`src/rtl/hc595_pkg.sv`:
```
`default_nettype none
// ----------------------------------------------------------------------------
// hc595_pkg : shared widths, FSM states and frame packing for the 595 chain
// Revision  : 1.0
// ----------------------------------------------------------------------------
package hc595_pkg;

  localparam int SEG_W     = 8;
  localparam int SEL_W     = 6;
  localparam int FRAME_W   = SEG_W + SEL_W;
  localparam int DIGIT_NUM = 6;

  typedef enum logic [1:0] {
    IDLE  = 2'd0,
    SHIFT = 2'd1,
    LATCH = 2'd2
  } state_e;

  // Segment byte goes out first so it lands in the far chip of the cascade.
  function automatic logic [FRAME_W-1:0] pack_frame(input logic [SEG_W-1:0] seg,
                                                     input logic [SEL_W-1:0] sel);
    return {seg, sel};
  endfunction

endpackage
`default_nettype wire

```
`src/rtl/hc595_shift_ctrl.sv`:
```
`default_nettype none
// ----------------------------------------------------------------------------
// hc595_shift_ctrl : serializes one {seg, sel} frame into two cascaded 74HC595
// Revision         : 1.0
// ----------------------------------------------------------------------------
module hc595_shift_ctrl #(
  parameter int CLK_DIV = 2,
  parameter int FRAME_W = 14
) (
  input  logic       sys_clk,
  input  logic       sys_rst,
  input  logic [7:0] seg,
  input  logic [5:0] sel,
  input  logic       in_valid,
  output logic       in_ready,
  output logic       ds,
  output logic       shcp,
  output logic       stcp,
  output logic       oe,
  output logic       frame_done
);
  import hc595_pkg::*;

  localparam int DIV_W = (2 * CLK_DIV > 1) ? $clog2(2 * CLK_DIV) : 1;
  localparam int BIT_W = $clog2(FRAME_W);

  localparam logic [DIV_W-1:0] DIV_LAST   = DIV_W'(2 * CLK_DIV - 1);
  localparam logic [DIV_W-1:0] DIV_HALF   = DIV_W'(CLK_DIV);
  localparam logic [DIV_W-1:0] LATCH_LAST = DIV_W'(CLK_DIV - 1);
  localparam logic [BIT_W-1:0] BIT_LAST   = BIT_W'(FRAME_W - 1);

  state_e             state_q, state_d;
  logic [DIV_W-1:0]   div_cnt_q, div_cnt_d;
  logic [BIT_W-1:0]   bit_cnt_q, bit_cnt_d;
  logic [FRAME_W-1:0] shift_q, shift_d;

  logic in_ready_q, in_ready_d;
  logic ds_q, ds_d;
  logic shcp_q, shcp_d;
  logic stcp_q, stcp_d;
  logic oe_q, oe_d;
  logic done_q, done_d;

  always_ff @(posedge sys_clk) begin
    if (sys_rst) begin
      state_q    <= IDLE;
      div_cnt_q  <= '0;
      bit_cnt_q  <= '0;
      shift_q    <= '0;
      in_ready_q <= 1'b1;
      ds_q       <= 1'b0;
      shcp_q     <= 1'b0;
      stcp_q     <= 1'b0;
      oe_q       <= 1'b1;
      done_q     <= 1'b0;
    end else begin
      state_q    <= state_d;
      div_cnt_q  <= div_cnt_d;
      bit_cnt_q  <= bit_cnt_d;
      shift_q    <= shift_d;
      in_ready_q <= in_ready_d;
      ds_q       <= ds_d;
      shcp_q     <= shcp_d;
      stcp_q     <= stcp_d;
      oe_q       <= oe_d;
      done_q     <= done_d;
    end
  end

  // div_cnt doubles as the stcp high-width timer while latching.
  always_comb begin
    state_d   = state_q;
    div_cnt_d = div_cnt_q;
    bit_cnt_d = bit_cnt_q;
    shift_d   = shift_q;
    unique case (state_q)
      IDLE: begin
        if (in_valid && in_ready_q) begin
          state_d   = SHIFT;
          div_cnt_d = '0;
          bit_cnt_d = '0;
          shift_d   = FRAME_W'(pack_frame(seg, sel));
        end
      end
      SHIFT: begin
        if (div_cnt_q == DIV_LAST) begin
          div_cnt_d = '0;
          if (bit_cnt_q == BIT_LAST) begin
            state_d = LATCH;
          end else begin
            bit_cnt_d = bit_cnt_q + 1'b1;
            shift_d   = {shift_q[FRAME_W-2:0], 1'b0};
          end
        end else begin
          div_cnt_d = div_cnt_q + 1'b1;
        end
      end
      LATCH: begin
        if (div_cnt_q == LATCH_LAST) begin
          state_d   = IDLE;
          div_cnt_d = '0;
          bit_cnt_d = '0;
        end else begin
          div_cnt_d = div_cnt_q + 1'b1;
        end
      end
      default: state_d = IDLE;
    endcase
  end

  // Outputs are decoded from next-state values so every pin comes from a flop.
  always_comb begin
    in_ready_d = (state_d == IDLE);
    shcp_d     = (state_d == SHIFT) && (div_cnt_d >= DIV_HALF);
    stcp_d     = (state_d == LATCH);
    done_d     = (state_q == LATCH) && (state_d == IDLE);
    ds_d       = (state_d == SHIFT) ? shift_d[FRAME_W-1] : ds_q;
    oe_d       = done_d ? 1'b0 : oe_q;
  end

  assign in_ready   = in_ready_q;
  assign ds         = ds_q;
  assign shcp       = shcp_q;
  assign stcp       = stcp_q;
  assign oe         = oe_q;
  assign frame_done = done_q;

endmodule
`default_nettype wire

```
`config.mk`:
```
export PLATFORM = sky130hd
export DESIGN_NAME = hc595_shift_ctrl
export DESIGN_NICKNAME = d
export VERILOG_FILES = /design/src/rtl/hc595_pkg.sv /design/src/rtl/hc595_shift_ctrl.sv
export SDC_FILE = /design/constraint.sdc
export NUM_CORES = 1
export LEC_CHECK = 0
export ABC_AREA = 1
export CAP_MARGIN = 10
export CORE_UTILIZATION = 35
export CTS_CLUSTER_SIZE = 16
export DETAILED_ROUTE_END_ITERATION = 10
export SLEW_MARGIN = 25
export SYNTH_ARGS = -nofsm -noshare
export SYNTH_HDL_FRONTEND = slang
export SYNTH_SLANG_ARGS = --single-unit
```
`constraint.sdc`:
```
create_clock -name sys_clk -period 1.25 [get_ports sys_clk]
set_input_delay 0.1875 -clock sys_clk [delete_from_list [all_inputs] [get_ports sys_clk]]
set_output_delay 0.1875 -clock sys_clk [all_outputs]
set_load 0.03 [all_outputs]
```
==> summary.txt <==
Run status
  • Status: complete, but fails checks
  • Failing checks: setup timing

Power
  • Clock share of power: between 20% and 30%
  • Part of the power in registers: 47.2%
  • Max IR drop VDD: 0.0005149 V
  • Leakage power: 0.8696 nW
  • Cell Pwr Density: 1004 nW/µm²
  • Switch Pwr: 0.6135 mW
  • Switching Share: roughly 30%
  • Internal cell power: 1.462 mW
  • Logic gate share of total power: between 20 and 30%

Worst setup path
  • Critical setup path kind: reg -> reg
  • Crit. End Element: flop
  • Critical-path maximum fanout: 6
  • Worst EP required: about 1.5 ns
  • Startpoint Class: flop
  • R2r setup slk: -0.01 ns
  • Arr. time, crit path: ~1.5 ns

Synth
  • FF+latch count, synth: 28
  • YS warnings: 0
  • Syn_area_per_cell: a little under 7 µm²
  • Synthesized Nets: around 230
  • Register area share after synthesis: between 30% and 40%
  • Mapped Area: 1425 µm²
  • Netlist cell types: 22
  • Synth Instances: a little over 200

Layout
  • FILL cells: 349
  • Final net count: between 200 and 300
  • Layout area overhead: 45.04%
  • Final instance area: around 2100 µm²
  • Final core utilization: 54.81%
  • Commonest non-fill, non-tap cell in the layout: nor2_1
  • Most frequent cells in the layout: nor2_1 (39), nand2_1 (32), inv_1 (26), dfxtp_1 (22), buf_4 (17)
  • Antenna cells: 0
  • Layout cells sized above 1: between 30% and 40%

Placement
  • Post-Place Worst Slack: -0.1877 ns
  • Detailed Place HPWL: between 2 and 2.5 mm
  • I/O Buffers: 22
  • Placed inst area: between 1500 and 2000 µm²
  • GPL Wtd Cong: roughly 0.80

Route
  • Final wirelength: roughly 3.2 mm
  • Routed vias/inst: ~4.5
  • Drt first-iter violations: between 70 and 80
  • DRC: 0
  • 1st-pass router iterations: 4
  • Via count: 1,342
  • DR WL/cell: roughly 11 µm
  • DRT antenna net count: 0

Global routing
  • GRT Residual Overflow: 0
  • Gr usage total: 15.98%
  • Vias in the first global route: about 1.2k
  • First-pass GRT wire length: 5.354 mm
  • Initial antenna violation count: 0
  • Largest net degree at the start of global routing: 16

Floorplan
  • Die Y: 65.81 µm
  • Io pins: 23
  • Total die area: between 4000 and 5000 µm²
  • Core Box Area: roughly 3800 µm²
  • Die Wd: around 66 µm
  • Initial Util: a little under two fifths
  • Row cnt: 22

Clock network
  • CTS H-tree lvls: 1
  • CTS buffer count: 3
  • Longest Clk Path Bufs: 2
  • Clk pin slew, worst setup/hold paths: approximately 0.09 ns
  • Cts hold-fix bufs: 0
  • Later-pin clock latency in the skew report: roughly 0.28 ns
  • CTS root buffer: clkbuf_8
  • CTS sink count: 28
  • CTS tree: built

Timing
  • Final Hold Viols: 0
  • Setup TNS Final: -0.02971 ns
  • Post-route setup slack: -0.01240 ns
  • Final min period: between 1 and 1.5 ns
  • Fmax: 0.7921 GHz
  • Period utilization: 101.0%
  • RSZ-0062 raised after global routing: true
  • Slew margin rel.: approximately 80%
  • Measured slew at the worst slew-check pin: ~0.30 ns
  • Layout Skew: between 0.005 and 0.006 ns
  • Pins Over Slew Limit: 0
  • Hold slack: around 0.46 ns
  • Final setup viols: 4

Worst hold path
  • Worst Hold Class: reg -> reg

Flow run
  • Max-cap violations: 0
## stage by stage
step | std cells | power, mW
4_1_cts | 292 | 2.033
5_1_grt | 296 | 2.218
3_5_place_dp | 288 | 1.434
2_1_floorplan | 205 | 1.280
6_report | 296 | 2.076
3_3_place_gp | 288 | 1.429
## cells in the mapped netlist (all sizes together)
| master | count | area, µm² |
|---|---|---|
| a21oi | 11 | 55.05 |
| buf | 3 | 33.78 |
| clkbuf | 2 | 7.510 |
| dfxtp | 28 | 560.5 |
| ha | 5 | 62.56 |
| inv | 33 | 123.9 |
| nand2 | 42 | 187.7 |
| nand3 | 11 | 72.57 |
| nand3b | 3 | 22.52 |
| nand4 | 2 | 12.51 |
| nor2 | 49 | 201.5 |
| o21ai | 15 | 78.83 |
| or2 | 1 | 6.260 |
## path summary, 6_finish.rpt
kind	from	end	cells past startpoint
worst max-delay path	div_cnt_q[1]	bit_cnt_q[0]	8
worst min-delay path	oe	oe	2
worst max register to register	div_cnt_q[1]	bit_cnt_q[0]	8
worst min register to register	oe	oe	2
## what timing repair did
| action | 4_1_cts | 5_1_grt |
|---|---|---|
| buffers inserted | 0 | 2 |
| cloned | 0 | 2 |
| setup endpoints to repair | 27 | 22 |
| gates resized for setup | 30 | 31 |
| pin swaps | 5 | 18 |
## worst max-delay path, cell delays in order (launching register included)
cell and delay, ns:
dfxtp_4 0.40, inv_4 0.04, ha_4 0.14, nand3b_1 0.19, nand2_2 0.12, inv_4 0.06, nand2_4 0.08, nand2_1 0.06
a21oi_1 0.12
## state kept, by name, indices dropped and copies added, names as in the netlist
signal / cells
stcp: 1
in_ready: 1
shcp: 1
div_cnt_q: 2
frame_done: 1
state_q: 2
shift_q: 14
bit_cnt_q: 4
ds: 1
oe: 1
## final cells by class
cell class	instances	area (µm²)	share of cell area [%]
Tap cell	48	60.06	2.906
Inverter	33	136.4	6.598
Multi-Input combinational cell	141	862.1	41.71
Sequential cell	28	578.1	27.97
Clock buffer	4	55.05	2.663
Timing Repair Buffer	42	375.4	18.16
## per-layer routing
metal	global-route usage [%]	vias up	share of wire [%]
li1	-	720	-
met5	0	-	0
met2	25.77	15	46
met1	20.97	600	50
met4	7.337	0	2.3
met3	2.069	7	1.8
## power groups by stage
stage               clock network (mW)  logic (mW)  registers, mW
finish                           0.571       0.525          0.980
global route                     0.641       0.591          0.987
floorplan                            0       0.268           1.01
detailed placement                   0       0.440          0.994
CTS                              0.589       0.465          0.979
global placement                     0       0.436          0.994
## cells by family (layout without fill, tap and decap cells)
group	after synthesis	count (layout)	synth area share, %
buffers and inverters	38	79	11.59
DFF	28	28	39.33
adders and majority gates	5	5	4.390
and+or+nand+nor	108	110	35.29
AOI/OAI and AO/OA	26	26	9.394
No activity file was read; power rests on OpenSTA's default activity.
==> patch 1, RTL diff (same settings) <==
Set the parameter `CLK_DIV` to 4 (it was 2).
--- a/src/rtl/hc595_shift_ctrl.sv
+++ b/src/rtl/hc595_shift_ctrl.sv
@@ -4,7 +4,7 @@
 // Revision         : 1.0
 // ----------------------------------------------------------------------------
 module hc595_shift_ctrl #(
-  parameter int CLK_DIV = 2,
+  parameter int CLK_DIV = 4,
   parameter int FRAME_W = 14
 ) (
   input  logic       sys_clk,
Check against the original RTL: not equivalent (a bounded check fails within 4 cycles, from zero or initial values and one cycle with sys_rst high).
==> patch 1 against the original RTL <==
Die area rose by 4.7%; power is 23% higher; fmax down 15%; routed wire length rose by 9.4%; synthesized area up 4.8%; sequential cell count grew 1; first-iteration DRC count fell by 33%; clock power increased by 49%; sequential share of layout area decreased by 2.1 points; the flow still finishes with violations (setup timing); worst setup slack lost 0.23 ns; cell area increased by 9.8%.
==> patch 1: results (changes against the original RTL) <==
Status
  • Status: finished, violations left (unchanged)
  • Failing checks: setup timing (unchanged)

Power and ir drop
  • Leakage: 0.9343 nW (was 0.8696 nW)
  • Peak VDD IR: 717.2 uV (was 514.9 uV)

Route
  • M1 WL: 1643 um (was 1586 um)
  • Vias: 1391 (was 1342)
  • DR WL met3: 137 um (was 57 um)
  • Met2 routed wirelength: 1620 um (was 1453 um)
  • DRT Wirelength: 3467 um (was 3170 um)
  • Top layer in use: met4 (unchanged)
  • DRT iter0 DRCs: 48 (was 72)
  • Router iterations before antenna repair: 4 (unchanged)
  • Wire length per cell: 11.40 um (was 10.71 um)

Clock tree
  • Worst-case clock buffer depth: 2 (unchanged)
  • H-tree levels: 2 (was 1)
  • CTS clock-pin slew for the worst setup and hold paths: 0.06 ns (was 0.09 ns)
  • CTS Buf Count: 5 (was 3)
  • Clk_lat worst skew: 0.28 ns (about the same)
  • Clock Tree Root: clkbuf_8 (unchanged)

Timing
  • Setup_tns: -3.970 ns (was -0.02971 ns)
  • Slew of the pin with the lowest slew margin: 0.3017 ns (was 0.3034 ns)
  • Setup violators final: 23 (was 4)
  • Clock Skews: 0.007348 ns (was 0.005855 ns)
  • Post-route setup slack: -0.2390 ns (was -0.01240 ns)

Critical path
  • Worst setup SP type: flip-flop (unchanged)
  • WP data required: 1.47 ns
  • CP Max Fanout: 4 (was 6)
  • CP max-delay cell: dfxtp_2 (was dfxtp_4)
  • Reg2Reg Depth: 9 (was 8)
  • Worst EP arrival: 1.71 ns (was 1.48 ns)
  • Slowest stage delay, CP: 0.34 ns (was 0.40 ns)

Synth
  • Sequential share of the synthesized area: 38.86% (was 39.33%)
  • Post-Synthesis Cells: 199 (was 205)
  • Top cells by area, synth: dfxtp_1, nand2_1, a21oi_1 (was dfxtp_1, nor2_1, nand2_1)
  • Syn nets: 222 (was 227)
  • Warning count from the yosys run: 0 (unchanged)
  • Distinct cells, synth: 30 (was 22)
  • Synth async-reset ratio: 0% (unchanged)
  • Ys flop type: dfxtp_1 (unchanged)
  • Synth top cells by count: nand2_1, dfxtp_1, a21oi_1, inv_1, nor2_1 (was nor2_1, nand2_1, inv_1, dfxtp_1, a21oi_1)

Layout
  • Inserted Diodes: 0 (unchanged)
  • Final #Nets: 276 (was 271)
  • Fillers: 391 (was 349)
  • Biggest regs: shift_q (14), bit_cnt_q (4), state_q (2) (was shift_q (14), bit_cnt_q (4))
  • Share of cells above drive strength 1: 36.22% (was 31.05%)

Min path
  • Class of the worst hold path: reg -> reg (unchanged)
  • Hold path cells: 2 (unchanged)
  • Min-delay src: oe (unchanged)

Place
  • Post-DP HPWL: 2330 um (was 2135 um)
  • I/O Buffers: 22 (unchanged)
  • DP Area: 1982 um2 (was 1802 um2)
  • Dpl cells: 292 (was 288)
  • GPL Wtd Cong: 0.7967 (was 0.8044)

Global routing
  • Largest net degree at the start of global routing: 15 (was 16)
  • Initial antenna violation count: 0 (unchanged)
  • Tot GR Track Use: 16.55% (was 15.98%)
  • Vias in the first global route: 1277 (was 1247)
  • First-pass GRT wire length: 5561 um (was 5354 um)
==> patch 1: routing by layer <==
metal | global-route usage (%) | vias to the layer above
met1 | 21.17 | 619
met4 | 5.585 | 0
li1 | - | 744
met2 | 26.25 | 21
met5 | 0 | -
met3 | 5.068 | 7
==> patch 1: cells by family after synthesis <==
group / after synthesis / share of synthesized area (%)
AND/OR/NAND/NOR: 101 / 34.34
adder cells (fa/ha/maj): 6 / 5.025
XOR/XNOR: 1 / 0.5864
buffers and inverters: 31 / 9.631
flip-flops: 29 / 38.86
AO/OA/AOI/OAI: 31 / 11.56
==> patch 1: through the flow <==
stage          utilization, %  worst slack, ns
6_report                55.94          -0.2390
5_1_grt                 55.94          -0.3335
4_1_cts                 52.02          -0.2191
3_5_place_dp            48.84          -0.2590
3_3_place_gp            48.84          -0.2446
2_1_floorplan               -          -0.2669
==> patch 1: final timing paths <==
path / end / slack, ns
worst max-delay path: ds / -0.24
worst min-delay path: oe / 0.44
worst max register to register: ds / -0.24
worst min register to register: oe / 0.44
==> patch 1: report_power, final <==
part | switching, mW | internal, mW
clock | 0.355 | 0.497
sequential | 0.0422 | 0.990
combinational | 0.339 | 0.322
total | 0.737 | 1.81
==> patch 1: repair_timing <==
action	in CTS	in global routing
pin swaps	3	15
endpoints found under the setup margin	33	29
setup buffers	0	4
gates resized for setup	15	37
==> patch 1: layout make-up <==
type	count	area, um2	area share (%)
clock buffers	7	96.34	4.245
repair buffers	55	484.2	21.33
well taps	50	62.56	2.756
inverters	23	88.84	3.914
flip-flops and latches	29	586.8	25.85
clock inverters	1	5.005	0.2205
multi-input cells	139	945.9	41.68
==> patch 1: worst max-delay path: cells and delay by family, from the launching register on <==
family	cells	cell delay, ns
buf+inv	2	0.24
flops	1	0.34
simple gates	5	0.54
fa+ha+maj	2	0.32
==> patch 2, RTL diff (same flow settings) <==
Without the edit above. `shift_q` no longer has a reset.
--- a/src/rtl/hc595_shift_ctrl.sv
+++ b/src/rtl/hc595_shift_ctrl.sv
@@ -46,7 +46,6 @@
       state_q    <= IDLE;
       div_cnt_q  <= '0;
       bit_cnt_q  <= '0;
-      shift_q    <= '0;
       in_ready_q <= 1'b1;
       ds_q       <= 1'b0;
       shcp_q     <= 1'b0;
@@ -57,7 +56,6 @@
       state_q    <= state_d;
       div_cnt_q  <= div_cnt_d;
       bit_cnt_q  <= bit_cnt_d;
-      shift_q    <= shift_d;
       in_ready_q <= in_ready_d;
       ds_q       <= ds_d;
       shcp_q     <= shcp_d;
@@ -65,6 +63,10 @@
       oe_q       <= oe_d;
       done_q     <= done_d;
     end
+  end
+
+  always_ff @(posedge sys_clk) begin
+    shift_q <= shift_d;
   end
 
   // div_cnt doubles as the stcp high-width timer while latching.
Function: no difference found for any inputs over 10 cycles, from zero or initial values and one cycle with sys_rst high; that may be too few to reach the edited logic, so the function may still have changed.
==> patch 2 against the original RTL <==
Synthesized area fell by 5.5%; sequential cell count did not move; routed wire length rose by 5.1%; utilization rose by 3.4 points; cell area rose by 3.9%; global-route usage fell by 0.093 points; clock skew rose by 0.0038 ns; die area fell by 5.4%; worst setup slack improved by 0.017 ns; power rose by 12%.
==> patch 2: results (changes against the original RTL) <==
Layout
  • Inserted Diodes: 0 (unchanged)
  • Final #Nets: 236 (was 271)
  • Share of cells above drive strength 1: 39.91% (was 31.05%)
  • Fillers: 328 (was 349)
  • Biggest regs: shift_q (14), bit_cnt_q (4) (unchanged)

Route
  • Vias/cell: 4.625 (was 4.534)
  • DRT Wirelength: 3331 um (was 3170 um)
  • Router iterations before antenna repair: 4 (unchanged)
  • DRT iter0 DRCs: 42 (was 72)
  • Final ANT Viol Nets: 0 (unchanged)

Place
  • I/O Buffers: 22 (unchanged)
  • Setup WS pre-CTS: -0.2397 ns (was -0.1877 ns)
  • Post-DP HPWL: 2128 um (was 2135 um)
  • GPL Wtd Cong: 0.7915 (was 0.8044)

Synth
  • Ys flop type: dfxtp_1 (unchanged)
  • Synth top cells by count: nand2_1, inv_1, dfxtp_1, edfxtp_1, nor2_1 (was nor2_1, nand2_1, inv_1, dfxtp_1, a21oi_1)
  • Post-synth EDFFs: 13 (was 0)
  • Top cells by area, synth: edfxtp_1, dfxtp_1, nand2_1 (was dfxtp_1, nor2_1, nand2_1)
  • Distinct cells, synth: 18 (was 22)
  • Syn nets: 187 (was 227)
  • Sequential share of the synthesized area: 51.30% (was 39.33%)
  • Warning count from the yosys run: 0 (unchanged)
  • Synth async-reset ratio: 0% (unchanged)

Power and ir drop
  • Leakage: 0.9075 nW (was 0.8696 nW)
  • Switching portion of total power: 26.41% (was 29.55%)
  • Peak VDD IR: 612.8 uV (was 514.9 uV)

Min path
  • Class of the worst hold path: reg -> reg (unchanged)
  • Min-delay src: oe (unchanged)

Clock tree
  • CTS Buf Count: 3 (unchanged)
  • CTS clock-pin slew for the worst setup and hold paths: 0.10 ns
  • Clock Tree Root: clkbuf_8 (unchanged)
  • Clk_lat worst skew: 0.29 ns
  • H-tree levels: 1 (unchanged)
  • Worst-case clock buffer depth: 2 (unchanged)

Global routing
  • Initial antenna violation count: 0 (unchanged)
  • Tot GR Track Use: 15.89% (was 15.98%)
  • First-pass GRT wire length: 5016 um (was 5354 um)
  • Largest net degree at the start of global routing: 17 (was 16)
  • Vias in the first global route: 1165 (was 1247)

Critical path
  • CP Max Fanout: 4 (was 6)
  • CP startpoint: div_cnt_q[0] (was div_cnt_q[1])
  • Worst EP arrival: 1.44 ns (was 1.48 ns)

Timing
  • Clock Skews: 0.009619 ns (was 0.005855 ns)
  • Slew of the pin with the lowest slew margin: 0.3149 ns (was 0.3034 ns)

Status
  • Status: finished clean (was finished, violations left)
-- patch 2: path summary, 6_finish.rpt --
kind,cells past startpoint,to,slack (ns)
worst max-delay path,7,in_ready,0.005
worst min-delay path,2,oe,0.45
worst max register to register,7,in_ready,0.005
worst min register to register,2,oe,0.45
-- patch 2: cell families after synthesis --
family / share of synthesized area [%]
AO/OA/AOI/OAI: 9.015
XOR/XNOR: 0.6507
adder cells (fa/ha/maj): 4.647
buffers and inverters: 11.99
flip-flops: 51.30
AND/OR/NAND/NOR: 22.40
-- patch 2: final cells by class --
| cell class | instances | area [um2] | area share (%) |
|---|---|---|---|
| Sequential cell | 28 | 705.7 | 32.87 |
| Timing Repair Buffer | 47 | 449.2 | 20.92 |
| Timing Repair inverter | 1 | 7.507 | 0.3497 |
| Inverter | 34 | 131.4 | 6.119 |
| Tap cell | 48 | 60.06 | 2.797 |
| Clock inverter | 1 | 30.03 | 1.399 |
| Clock buffer | 3 | 41.29 | 1.923 |
| Multi-Input combinational cell | 99 | 721.9 | 33.62 |
-- patch 2: power by group through the flow --
stage	clock (mW)	sequential [mW]	combinational, mW
floorplan	0	1.10	0.194
global placement	0	1.08	0.383
detailed placement	0	1.08	0.390
CTS	0.735	1.06	0.427
global route	0.775	1.07	0.588
finish	0.730	1.06	0.539
-- patch 2: routing by layer --
metal	routed length, um	track usage (%)	vias up
met5	0	0	-
met4	64	6.818	0
met3	172	2.857	4
met2	1647	27.39	34
met1	1446	19.20	550
li1	-	-	619
-- patch 2: through the flow --
stage,hold WS [ns],cells,instance area (um2)
floorplan,0.3787,165,1390
global placement,0.4356,249,1793
detailed placement,0.4373,249,1793
CTS,0.4567,256,1937
global route,0.5075,261,2147
finish,0.4537,261,2147
-- patch 2: what timing repair did --
| action | in CTS | in global routing |
|---|---|---|
| setup endpoints to repair | 37 | 35 |
| pin swaps | 5 | 13 |
| hold endpoints to repair | 0 | 0 |
| gates cloned | 1 | 0 |
| hold buffers | 0 | 0 |
| setup buffers | 2 | 5 |
| gates resized for setup | 28 | 51 |
-- patch 2: critical path, stage by stage, from the launching register on --
cell	delay [ns]
dfxtp_2	0.36
buf_6	0.10
ha_4	0.17
nand4_1	0.15
inv_1	0.10
nand2_2	0.07
a21oi_2	0.15
nor2_1	0.06
